`src/rtl/lc3_control_fsm_if.sv`:
```
`default_nettype none
// ============================================================================
//  Module      : lc3_control_fsm_if
//  Description : Control bundle between the LC-3 control FSM and its datapath.
//                The control side takes the master modport and the datapath
//                takes the slave modport.
//  Revision    : 1.0 - initial release
// ============================================================================
interface lc3_control_fsm_if;
    // Datapath status into the controller
    logic [15:0] i_IR;
    logic        i_Ready_Bit;
    logic [2:0]  i_NZP;

    // Register load enables
    logic        o_LD_MAR;
    logic        o_LD_MDR;
    logic        o_LD_IR;
    logic        o_LD_REG;
    logic        o_LD_CC;
    logic        o_LD_PC;

    // Bus drivers, one-hot or idle
    logic        o_GatePC;
    logic        o_GateMDR;
    logic        o_GateALU;
    logic        o_GateMarMux;

    // Mux selects and ALU function
    logic [1:0]  o_PCMUX;
    logic [1:0]  o_DRMUX;
    logic [1:0]  o_SR1MUX;
    logic        o_ADDR1MUX;
    logic [1:0]  o_ADDR2MUX;
    logic        o_MARMUX;
    logic [1:0]  o_ALUK;
    logic        o_SR2MUX;

    // Memory strobes and status
    logic        o_MEM_EN;
    logic        o_R_W;
    logic [3:0]  o_state;
    logic        o_halted;

    modport master (
        input  i_IR, i_Ready_Bit, i_NZP,
        output o_LD_MAR, o_LD_MDR, o_LD_IR, o_LD_REG, o_LD_CC, o_LD_PC,
        output o_GatePC, o_GateMDR, o_GateALU, o_GateMarMux,
        output o_PCMUX, o_DRMUX, o_SR1MUX, o_ADDR1MUX, o_ADDR2MUX,
        output o_MARMUX, o_ALUK, o_SR2MUX,
        output o_MEM_EN, o_R_W, o_state, o_halted
    );

    modport slave (
        output i_IR, i_Ready_Bit, i_NZP,
        input  o_LD_MAR, o_LD_MDR, o_LD_IR, o_LD_REG, o_LD_CC, o_LD_PC,
        input  o_GatePC, o_GateMDR, o_GateALU, o_GateMarMux,
        input  o_PCMUX, o_DRMUX, o_SR1MUX, o_ADDR1MUX, o_ADDR2MUX,
        input  o_MARMUX, o_ALUK, o_SR2MUX,
        input  o_MEM_EN, o_R_W, o_state, o_halted
    );
endinterface
`default_nettype wire

```
`src/rtl/lc3_control_fsm.sv`:
```
`default_nettype none
// ============================================================================
//  Module      : lc3_control_fsm
//  Description : Moore control state machine for a reduced LC-3 datapath.
//                Outputs depend only on the registered state and IR fields;
//                every output is held at zero while rst is low.
//  Revision    : 1.0 - initial release
// ============================================================================
module lc3_control_fsm (
    input  logic               clk,
    input  logic               rst,
    lc3_control_fsm_if.master  bus
);

    typedef enum logic [3:0] {
        S_FETCH0   = 4'd0,
        S_FETCH1   = 4'd1,
        S_FETCH2   = 4'd2,
        S_DECODE   = 4'd3,
        S_ALU      = 4'd4,
        S_LEA      = 4'd5,
        S_BR_TAKE  = 4'd6,
        S_JMP      = 4'd7,
        S_JSR0     = 4'd8,
        S_JSR1     = 4'd9,
        S_MEM_ADDR = 4'd10,
        S_LD_READ  = 4'd11,
        S_LD_WB    = 4'd12,
        S_ST_DATA  = 4'd13,
        S_ST_WRITE = 4'd14,
        S_HALT     = 4'd15
    } state_t;

    state_t      r_state;
    state_t      w_next;

    logic [3:0]  w_opcode;
    logic        w_ben;
    logic        w_unused_ir;

    logic        w_ld_mar, w_ld_mdr, w_ld_ir, w_ld_reg, w_ld_cc, w_ld_pc;
    logic        w_gate_pc, w_gate_mdr, w_gate_alu, w_gate_marmux;
    logic [1:0]  w_pcmux, w_drmux, w_sr1mux, w_addr2mux, w_aluk;
    logic        w_addr1mux, w_marmux, w_sr2mux;
    logic        w_mem_en, w_r_w, w_halted;

    assign w_opcode = bus.i_IR[15:12];

    // Branch enable: any condition code selected by IR[11:9] that is set
    assign w_ben = (bus.i_IR[11] & bus.i_NZP[2])
                 | (bus.i_IR[10] & bus.i_NZP[1])
                 | (bus.i_IR[9]  & bus.i_NZP[0]);

    // Register-select and immediate bits are consumed by the datapath only
    assign w_unused_ir = ^{bus.i_IR[8:6], bus.i_IR[4:0]};

    // State register, asynchronously returned to FETCH0
    always_ff @(posedge clk or negedge rst) begin
        if (!rst) begin
            r_state <= S_FETCH0;
        end else begin
            r_state <= w_next;
        end
    end

    // Next-state selection and Moore output decode
    always_comb begin
        w_next        = r_state;
        w_ld_mar      = 1'b0;
        w_ld_mdr      = 1'b0;
        w_ld_ir       = 1'b0;
        w_ld_reg      = 1'b0;
        w_ld_cc       = 1'b0;
        w_ld_pc       = 1'b0;
        w_gate_pc     = 1'b0;
        w_gate_mdr    = 1'b0;
        w_gate_alu    = 1'b0;
        w_gate_marmux = 1'b0;
        w_pcmux       = 2'b00;
        w_drmux       = 2'b00;
        w_sr1mux      = 2'b00;
        w_addr1mux    = 1'b0;
        w_addr2mux    = 2'b00;
        w_marmux      = 1'b0;
        w_aluk        = 2'b00;
        w_sr2mux      = 1'b0;
        w_mem_en      = 1'b0;
        w_r_w         = 1'b0;
        w_halted      = 1'b0;

        case (r_state)
            S_FETCH0: begin
                w_gate_pc = 1'b1;
                w_ld_mar  = 1'b1;
                w_ld_pc   = 1'b1;
                w_next    = S_FETCH1;
            end
            S_FETCH1: begin
                w_mem_en = 1'b1;
                w_ld_mdr = 1'b1;
                if (bus.i_Ready_Bit) begin
                    w_next = S_FETCH2;
                end
            end
            S_FETCH2: begin
                w_gate_mdr = 1'b1;
                w_ld_ir    = 1'b1;
                w_next     = S_DECODE;
            end
            S_DECODE: begin
                case (w_opcode)
                    4'b0001, 4'b0101, 4'b1001: w_next = S_ALU;
                    4'b1110:                   w_next = S_LEA;
                    4'b0000:                   w_next = w_ben ? S_BR_TAKE : S_FETCH0;
                    4'b1100:                   w_next = S_JMP;
                    4'b0100:                   w_next = S_JSR0;
                    4'b0010, 4'b0110,
                    4'b0011, 4'b0111:          w_next = S_MEM_ADDR;
                    default:                   w_next = S_HALT;
                endcase
            end
            S_ALU: begin
                w_gate_alu = 1'b1;
                w_ld_reg   = 1'b1;
                w_ld_cc    = 1'b1;
                w_sr1mux   = 2'b01;
                w_sr2mux   = bus.i_IR[5];
                case (w_opcode)
                    4'b0101: w_aluk = 2'b01;
                    4'b1001: w_aluk = 2'b10;
                    default: w_aluk = 2'b00;
                endcase
                w_next = S_FETCH0;
            end
            S_LEA: begin
                w_addr2mux    = 2'b10;
                w_marmux      = 1'b1;
                w_gate_marmux = 1'b1;
                w_ld_reg      = 1'b1;
                w_next        = S_FETCH0;
            end
            S_BR_TAKE: begin
                w_addr2mux = 2'b10;
                w_pcmux    = 2'b10;
                w_ld_pc    = 1'b1;
                w_next     = S_FETCH0;
            end
            S_JMP: begin
                w_sr1mux   = 2'b01;
                w_addr1mux = 1'b1;
                w_pcmux    = 2'b10;
                w_ld_pc    = 1'b1;
                w_next     = S_FETCH0;
            end
            S_JSR0: begin
                // Return address goes to R7 before the PC is redirected
                w_gate_pc = 1'b1;
                w_ld_reg  = 1'b1;
                w_drmux   = 2'b01;
                w_next    = S_JSR1;
            end
            S_JSR1: begin
                // JSRR through R7 sees the freshly written return address
                w_pcmux = 2'b10;
                w_ld_pc = 1'b1;
                if (bus.i_IR[11]) begin
                    w_addr2mux = 2'b11;
                end else begin
                    w_addr1mux = 1'b1;
                    w_sr1mux   = 2'b01;
                end
                w_next = S_FETCH0;
            end
            S_MEM_ADDR: begin
                // IR[14] separates base+offset6 (LDR/STR) from PC+offset9
                w_marmux      = 1'b1;
                w_gate_marmux = 1'b1;
                w_ld_mar      = 1'b1;
                w_sr1mux      = 2'b01;
                w_addr1mux    = bus.i_IR[14];
                w_addr2mux    = bus.i_IR[14] ? 2'b01 : 2'b10;
                w_next        = bus.i_IR[12] ? S_ST_DATA : S_LD_READ;
            end
            S_LD_READ: begin
                w_mem_en = 1'b1;
                w_ld_mdr = 1'b1;
                if (bus.i_Ready_Bit) begin
                    w_next = S_LD_WB;
                end
            end
            S_LD_WB: begin
                w_gate_mdr = 1'b1;
                w_ld_reg   = 1'b1;
                w_ld_cc    = 1'b1;
                w_next     = S_FETCH0;
            end
            S_ST_DATA: begin
                // Source register passes through the ALU onto the bus into MDR
                w_aluk     = 2'b11;
                w_gate_alu = 1'b1;
                w_ld_mdr   = 1'b1;
                w_next     = S_ST_WRITE;
            end
            S_ST_WRITE: begin
                w_mem_en = 1'b1;
                w_r_w    = 1'b1;
                if (bus.i_Ready_Bit) begin
                    w_next = S_FETCH0;
                end
            end
            S_HALT: begin
                w_halted = 1'b1;
            end
        endcase
    end

    // All outputs are squashed while reset is asserted
    assign bus.o_LD_MAR     = rst & w_ld_mar;
    assign bus.o_LD_MDR     = rst & w_ld_mdr;
    assign bus.o_LD_IR      = rst & w_ld_ir;
    assign bus.o_LD_REG     = rst & w_ld_reg;
    assign bus.o_LD_CC      = rst & w_ld_cc;
    assign bus.o_LD_PC      = rst & w_ld_pc;
    assign bus.o_GatePC     = rst & w_gate_pc;
    assign bus.o_GateMDR    = rst & w_gate_mdr;
    assign bus.o_GateALU    = rst & w_gate_alu;
    assign bus.o_GateMarMux = rst & w_gate_marmux;
    assign bus.o_PCMUX      = rst ? w_pcmux    : 2'b00;
    assign bus.o_DRMUX      = rst ? w_drmux    : 2'b00;
    assign bus.o_SR1MUX     = rst ? w_sr1mux   : 2'b00;
    assign bus.o_ADDR1MUX   = rst & w_addr1mux;
    assign bus.o_ADDR2MUX   = rst ? w_addr2mux : 2'b00;
    assign bus.o_MARMUX     = rst & w_marmux;
    assign bus.o_ALUK       = rst ? w_aluk     : 2'b00;
    assign bus.o_SR2MUX     = rst & w_sr2mux;
    assign bus.o_MEM_EN     = rst & w_mem_en;
    assign bus.o_R_W        = rst & w_r_w;
    assign bus.o_state      = rst ? r_state    : 4'd0;
    assign bus.o_halted     = rst & w_halted;

endmodule
`default_nettype wire

```
`src/flat_wrapper.sv`:
```
// flat-port wrapper written by rule: the top's interface ports become plain ports
module lc3_control_fsm_flat 
  (clk, rst, bus_i_IR, bus_i_Ready_Bit, bus_i_NZP, bus_o_LD_MAR, bus_o_LD_MDR, bus_o_LD_IR, bus_o_LD_REG, bus_o_LD_CC, bus_o_LD_PC, bus_o_GatePC, bus_o_GateMDR, bus_o_GateALU, bus_o_GateMarMux, bus_o_PCMUX, bus_o_DRMUX, bus_o_SR1MUX, bus_o_ADDR1MUX, bus_o_ADDR2MUX, bus_o_MARMUX, bus_o_ALUK, bus_o_SR2MUX, bus_o_MEM_EN, bus_o_R_W, bus_o_state, bus_o_halted);
  lc3_control_fsm_if bus_i ();
  input  logic clk;
  input  logic rst;
  input wire logic [$bits(bus_i.i_IR)-1:0] bus_i_IR;
  input wire logic [$bits(bus_i.i_Ready_Bit)-1:0] bus_i_Ready_Bit;
  input wire logic [$bits(bus_i.i_NZP)-1:0] bus_i_NZP;
  output wire logic [$bits(bus_i.o_LD_MAR)-1:0] bus_o_LD_MAR;
  output wire logic [$bits(bus_i.o_LD_MDR)-1:0] bus_o_LD_MDR;
  output wire logic [$bits(bus_i.o_LD_IR)-1:0] bus_o_LD_IR;
  output wire logic [$bits(bus_i.o_LD_REG)-1:0] bus_o_LD_REG;
  output wire logic [$bits(bus_i.o_LD_CC)-1:0] bus_o_LD_CC;
  output wire logic [$bits(bus_i.o_LD_PC)-1:0] bus_o_LD_PC;
  output wire logic [$bits(bus_i.o_GatePC)-1:0] bus_o_GatePC;
  output wire logic [$bits(bus_i.o_GateMDR)-1:0] bus_o_GateMDR;
  output wire logic [$bits(bus_i.o_GateALU)-1:0] bus_o_GateALU;
  output wire logic [$bits(bus_i.o_GateMarMux)-1:0] bus_o_GateMarMux;
  output wire logic [$bits(bus_i.o_PCMUX)-1:0] bus_o_PCMUX;
  output wire logic [$bits(bus_i.o_DRMUX)-1:0] bus_o_DRMUX;
  output wire logic [$bits(bus_i.o_SR1MUX)-1:0] bus_o_SR1MUX;
  output wire logic [$bits(bus_i.o_ADDR1MUX)-1:0] bus_o_ADDR1MUX;
  output wire logic [$bits(bus_i.o_ADDR2MUX)-1:0] bus_o_ADDR2MUX;
  output wire logic [$bits(bus_i.o_MARMUX)-1:0] bus_o_MARMUX;
  output wire logic [$bits(bus_i.o_ALUK)-1:0] bus_o_ALUK;
  output wire logic [$bits(bus_i.o_SR2MUX)-1:0] bus_o_SR2MUX;
  output wire logic [$bits(bus_i.o_MEM_EN)-1:0] bus_o_MEM_EN;
  output wire logic [$bits(bus_i.o_R_W)-1:0] bus_o_R_W;
  output wire logic [$bits(bus_i.o_state)-1:0] bus_o_state;
  output wire logic [$bits(bus_i.o_halted)-1:0] bus_o_halted;
  assign bus_i.i_IR = bus_i_IR;
  assign bus_i.i_Ready_Bit = bus_i_Ready_Bit;
  assign bus_i.i_NZP = bus_i_NZP;
  assign bus_o_LD_MAR = bus_i.o_LD_MAR;
  assign bus_o_LD_MDR = bus_i.o_LD_MDR;
  assign bus_o_LD_IR = bus_i.o_LD_IR;
  assign bus_o_LD_REG = bus_i.o_LD_REG;
  assign bus_o_LD_CC = bus_i.o_LD_CC;
  assign bus_o_LD_PC = bus_i.o_LD_PC;
  assign bus_o_GatePC = bus_i.o_GatePC;
  assign bus_o_GateMDR = bus_i.o_GateMDR;
  assign bus_o_GateALU = bus_i.o_GateALU;
  assign bus_o_GateMarMux = bus_i.o_GateMarMux;
  assign bus_o_PCMUX = bus_i.o_PCMUX;
  assign bus_o_DRMUX = bus_i.o_DRMUX;
  assign bus_o_SR1MUX = bus_i.o_SR1MUX;
  assign bus_o_ADDR1MUX = bus_i.o_ADDR1MUX;
  assign bus_o_ADDR2MUX = bus_i.o_ADDR2MUX;
  assign bus_o_MARMUX = bus_i.o_MARMUX;
  assign bus_o_ALUK = bus_i.o_ALUK;
  assign bus_o_SR2MUX = bus_i.o_SR2MUX;
  assign bus_o_MEM_EN = bus_i.o_MEM_EN;
  assign bus_o_R_W = bus_i.o_R_W;
  assign bus_o_state = bus_i.o_state;
  assign bus_o_halted = bus_i.o_halted;
  lc3_control_fsm u_core (.clk(clk), .rst(rst), .bus(bus_i));
endmodule
```
`config.mk`:
```
export PLATFORM = sky130hd
export DESIGN_NAME = lc3_control_fsm_flat
export DESIGN_NICKNAME = d
export VERILOG_FILES = /design/src/rtl/lc3_control_fsm_if.sv /design/src/rtl/lc3_control_fsm.sv /design/src/flat_wrapper.sv
export SDC_FILE = /design/constraint.sdc
export NUM_CORES = 1
export LEC_CHECK = 0
export CAP_MARGIN = 20
export CORE_MARGIN = 8
export CORE_UTILIZATION = 43
export CTS_CLUSTER_DIAMETER = 100
export DETAILED_ROUTE_END_ITERATION = 10
export GPL_ROUTABILITY_DRIVEN = 1
export GPL_TIMING_DRIVEN = 1
export HOLD_SLACK_MARGIN = 0.08
export PLACE_DENSITY = 0.87
export SYNTH_ARGS = -nofsm -noshare
export SYNTH_HDL_FRONTEND = slang
export SYNTH_SLANG_ARGS = --single-unit
```
`constraint.sdc`:
```
create_clock -name clk -period 3.1 [get_ports clk]
set_input_delay 0.465 -clock clk [delete_from_list [all_inputs] [get_ports clk]]
set_output_delay 0.465 -clock clk [all_outputs]
set_load 0.1 [all_outputs]
```
==> metrics.cfg <==
[run_status]
status = finished, final reports clean

[critical_path]
critical_path_class = flop to output port
cp.arrival_ns = 2.04
path_max_fanout = 27
r2r-start = u_core.r_state[1]
ff2ff_path_depth = 4
worstPathRequired_ns = 2.63
reg2reg_to = u_core.r_state[2]
end_kind = output port
rrSetupSlack_ns = 1.36
crit_path_start_kind = flop

[min_path]
min_path_type = input pin to asynchronous set/reset pin

[detailed_routing]
firstDrtPassIters = 4
drtAntennaViolNets = 0
avgViaCountPerCell = 5.85
drc = 0
wl_per_cell_um = 16.1
vias = 1159
drtIter0Drc = 55
routed_wl_mm = 3.20

[clock_network]
cts_sinks = 4
post-cts-setup-buffer-count = 0
cts_hold_buf = 0
ctsResizeCount = 0
cts-root-buf = clkbuf_4
cts_tree = done
clk_latency_ns = 0.23
cts_buffers = 3
clock_path_buffers = 2
h-tree-depth = 1
clk_pin_slew_worst_paths_ns = 0.04

[floorplanning]
die_width_um = 63.8
fp.dieH_um = 63.8
rows = 17
dieArea_um2 = 4070
io_pins = 52
initial_core_util_pct = 44.9
coreArea_um2 = 2190

[cells_and_area]
multi_input_area_um2 = 758
drive_gt1_share_pct = 27.6
antenna_cells = 0
reg_top3 = u_core.r_state x4
nNetsFinal = 194
stdcell_area_um2 = 1620
nFillCells = 149
post-route-util_pct = 74.1
regMostFlops = u_core.r_state
ff_latch_area_um2 = 100
largest_reg_flops = 4
area_growth_pct = 65.1

[power]
leakage_nw = 0.641
irDropWorstVdd_v = 0.000832
p_per_area_nw_per_um2 = 1020

[timing]
worst_slew_pin_slew_ns = 0.855
min_period_ns = 2.50
setup_violations = 0
period_share_pct = 80.7
max_freq_mhz = 400
tns_ns = 0
hold_viol_final = 0
fin_skew_ns = 0.000702
relSlewSlack_pct = 43.0
rsz0062_at_grt = false
slew_violations = 0

[yosys]
synth_cells = 141
synth_compound_area_share_pct = 25.7
synthXorXnorAreaFrac_pct = 2.67
synth_top_area_share_pct = 10.2
ys_types = 53
synth_top_family_by_area = simple AND/OR/NAND/NOR gates
yosysSeqAreaShare_pct = 10.2
ys_warn_count = 0
yosysTopAreaCell = dfrtp_1
muxShareOfSynthArea_pct = 1.02
syn_area_per_cell_um2 = 6.97
synthSimpleGateAreaFrac_pct = 43.6
synth.area.top_cells = dfrtp_1 10%, buf_4 6.1%, and2_1 5.7%
syn_area_um2 = 983
synth_fa_ha_area_share_pct = 1.02
synth-seq-cells = 4

[grt]
overflow = 0
grt_pass1_wl_mm = 5.25
antenna_found_initial = 0
grt_pass1_vias = 1112
track_usage_pct = 15.2
grt_max_degree = 28

[placed_design]
place_congestion = 0.903
place_hpwl_mm = 2.62
portBuffers = 40
place_area_um2 = 1600

[flow_run]
drv_cap = 0

## power breakdown
| part | total [mW] | leakage [nW] | switching [mW] | internal (mW) |
|---|---|---|---|---|
| Clock | 0.0639 | 0.0138 | 0.0206 | 0.0433 |
| Sequential | 0.179 | 0.0505 | 0.104 | 0.0749 |
| Combinational | 1.41 | 0.577 | 0.911 | 0.500 |
| Total | 1.65 | 0.641 | 1.04 | 0.618 |
## area by class of cell
| type | count | share of cell area (%) |
|---|---|---|
| clock buffers | 3 | 1.39 |
| inverters | 4 | 0.924 |
| multi-input cells | 116 | 46.7 |
| flip-flops and latches | 4 | 6.16 |
| well taps | 28 | 2.16 |
| repair buffers | 43 | 42.7 |
## logic make-up (layout without fill, tap and decap cells)
kind of cell,Yosys count,after routing
adders and majority gates,1,1
other,1,3
buffers and inverters,23,50
xor gates and xnor gates,3,3
and+or+nand+nor,70,70
DFF,4,4
AOI/OAI and AO/OA,38,38
muxes,1,1
## metrics by stage
| step | setup slack (ns) | hold slack, ns | power [mW] | instances |
|---|---|---|---|---|
| 2_1_floorplan | 0.196 | 0.169 | 1.20 | 143 |
| 3_3_place_gp | 0.758 | 0.733 | 1.55 | 195 |
| 3_5_place_dp | 0.693 | 0.764 | 1.59 | 195 |
| 4_1_cts | 0.612 | 0.594 | 1.66 | 198 |
| 5_1_grt | 0.435 | 0.610 | 1.74 | 198 |
| 6_report | 0.598 | 0.599 | 1.65 | 198 |
## layer usage
layer	vias to the layer above	track usage, %	wire [um]
li1	552	-	-
met1	560	15.8	1240
met2	45	29.5	1800
met3	2	3.48	139
met4	0	3.90	16
met5	-	0	0
## worst max-delay path, stage by stage, from the launching register on
cell      delay (ns)
dfrtp_1         0.69
nand2b_1        0.42
o32ai_1         0.28
and2_1          0.22
buf_12          0.19
## synth_stat cells, drive strengths merged
cell type   n
o221ai      2
maj3        1
nor4b       1
o21ai      12
nor3b       3
nand2b      5
inv         4
nor2b       6
nand3       2
a21oi       7
a222oi      1
dfrtp       4
a31o        1
and3        4
mux2i       1
a2bb2oi     1
nand4b      1
a41o        1
nor3        8
nor4        2
a211o       1
conb        1
a211oi      2
o211ai      1
o311a       1
nand2      11
or3         1
buf        18
o2111ai     1
xor2        2
and2       10
xnor2       1
a22oi       1
nor2       16
o32ai       1
clkbuf      1
o22ai       1
a21boi      3
o21a        1
## how the worst max path moves through the flow
| stage | slack [ns] | from | to |
|---|---|---|---|
| 2_1_floorplan | 0.20 | u_core.r_state[0] | bus_o_LD_MDR |
| 3_3_place_gp | 0.76 | rst | bus_o_ALUK[0] |
| 3_5_place_dp | 0.69 | bus_i_IR[14] | bus_o_ADDR1MUX |
| 4_1_cts | 0.61 | u_core.r_state[1] | bus_o_ALUK[0] |
| 5_1_grt | 0.43 | u_core.r_state[1] | bus_o_ALUK[0] |
| 6_report | 0.60 | u_core.r_state[1] | bus_o_MEM_EN |
## cell usage in the layout, fill, tap and decap left out, types with 3 or more instances in the layout
master and count:
and3_1 4, nor2_1 15, buf_4 3, buf_12 27, nor3_1 5, inv_1 3
o21ai_0 7, nand2_1 10, conb_1 3, a21oi_1 7, clkdlybuf4s50_1 13, and2_1 9
nand2b_1 4, dfrtp_1 4, clkbuf_4 3, o21ai_1 5, nor2b_1 4
No activity file was read; power rests on OpenSTA's default activity.
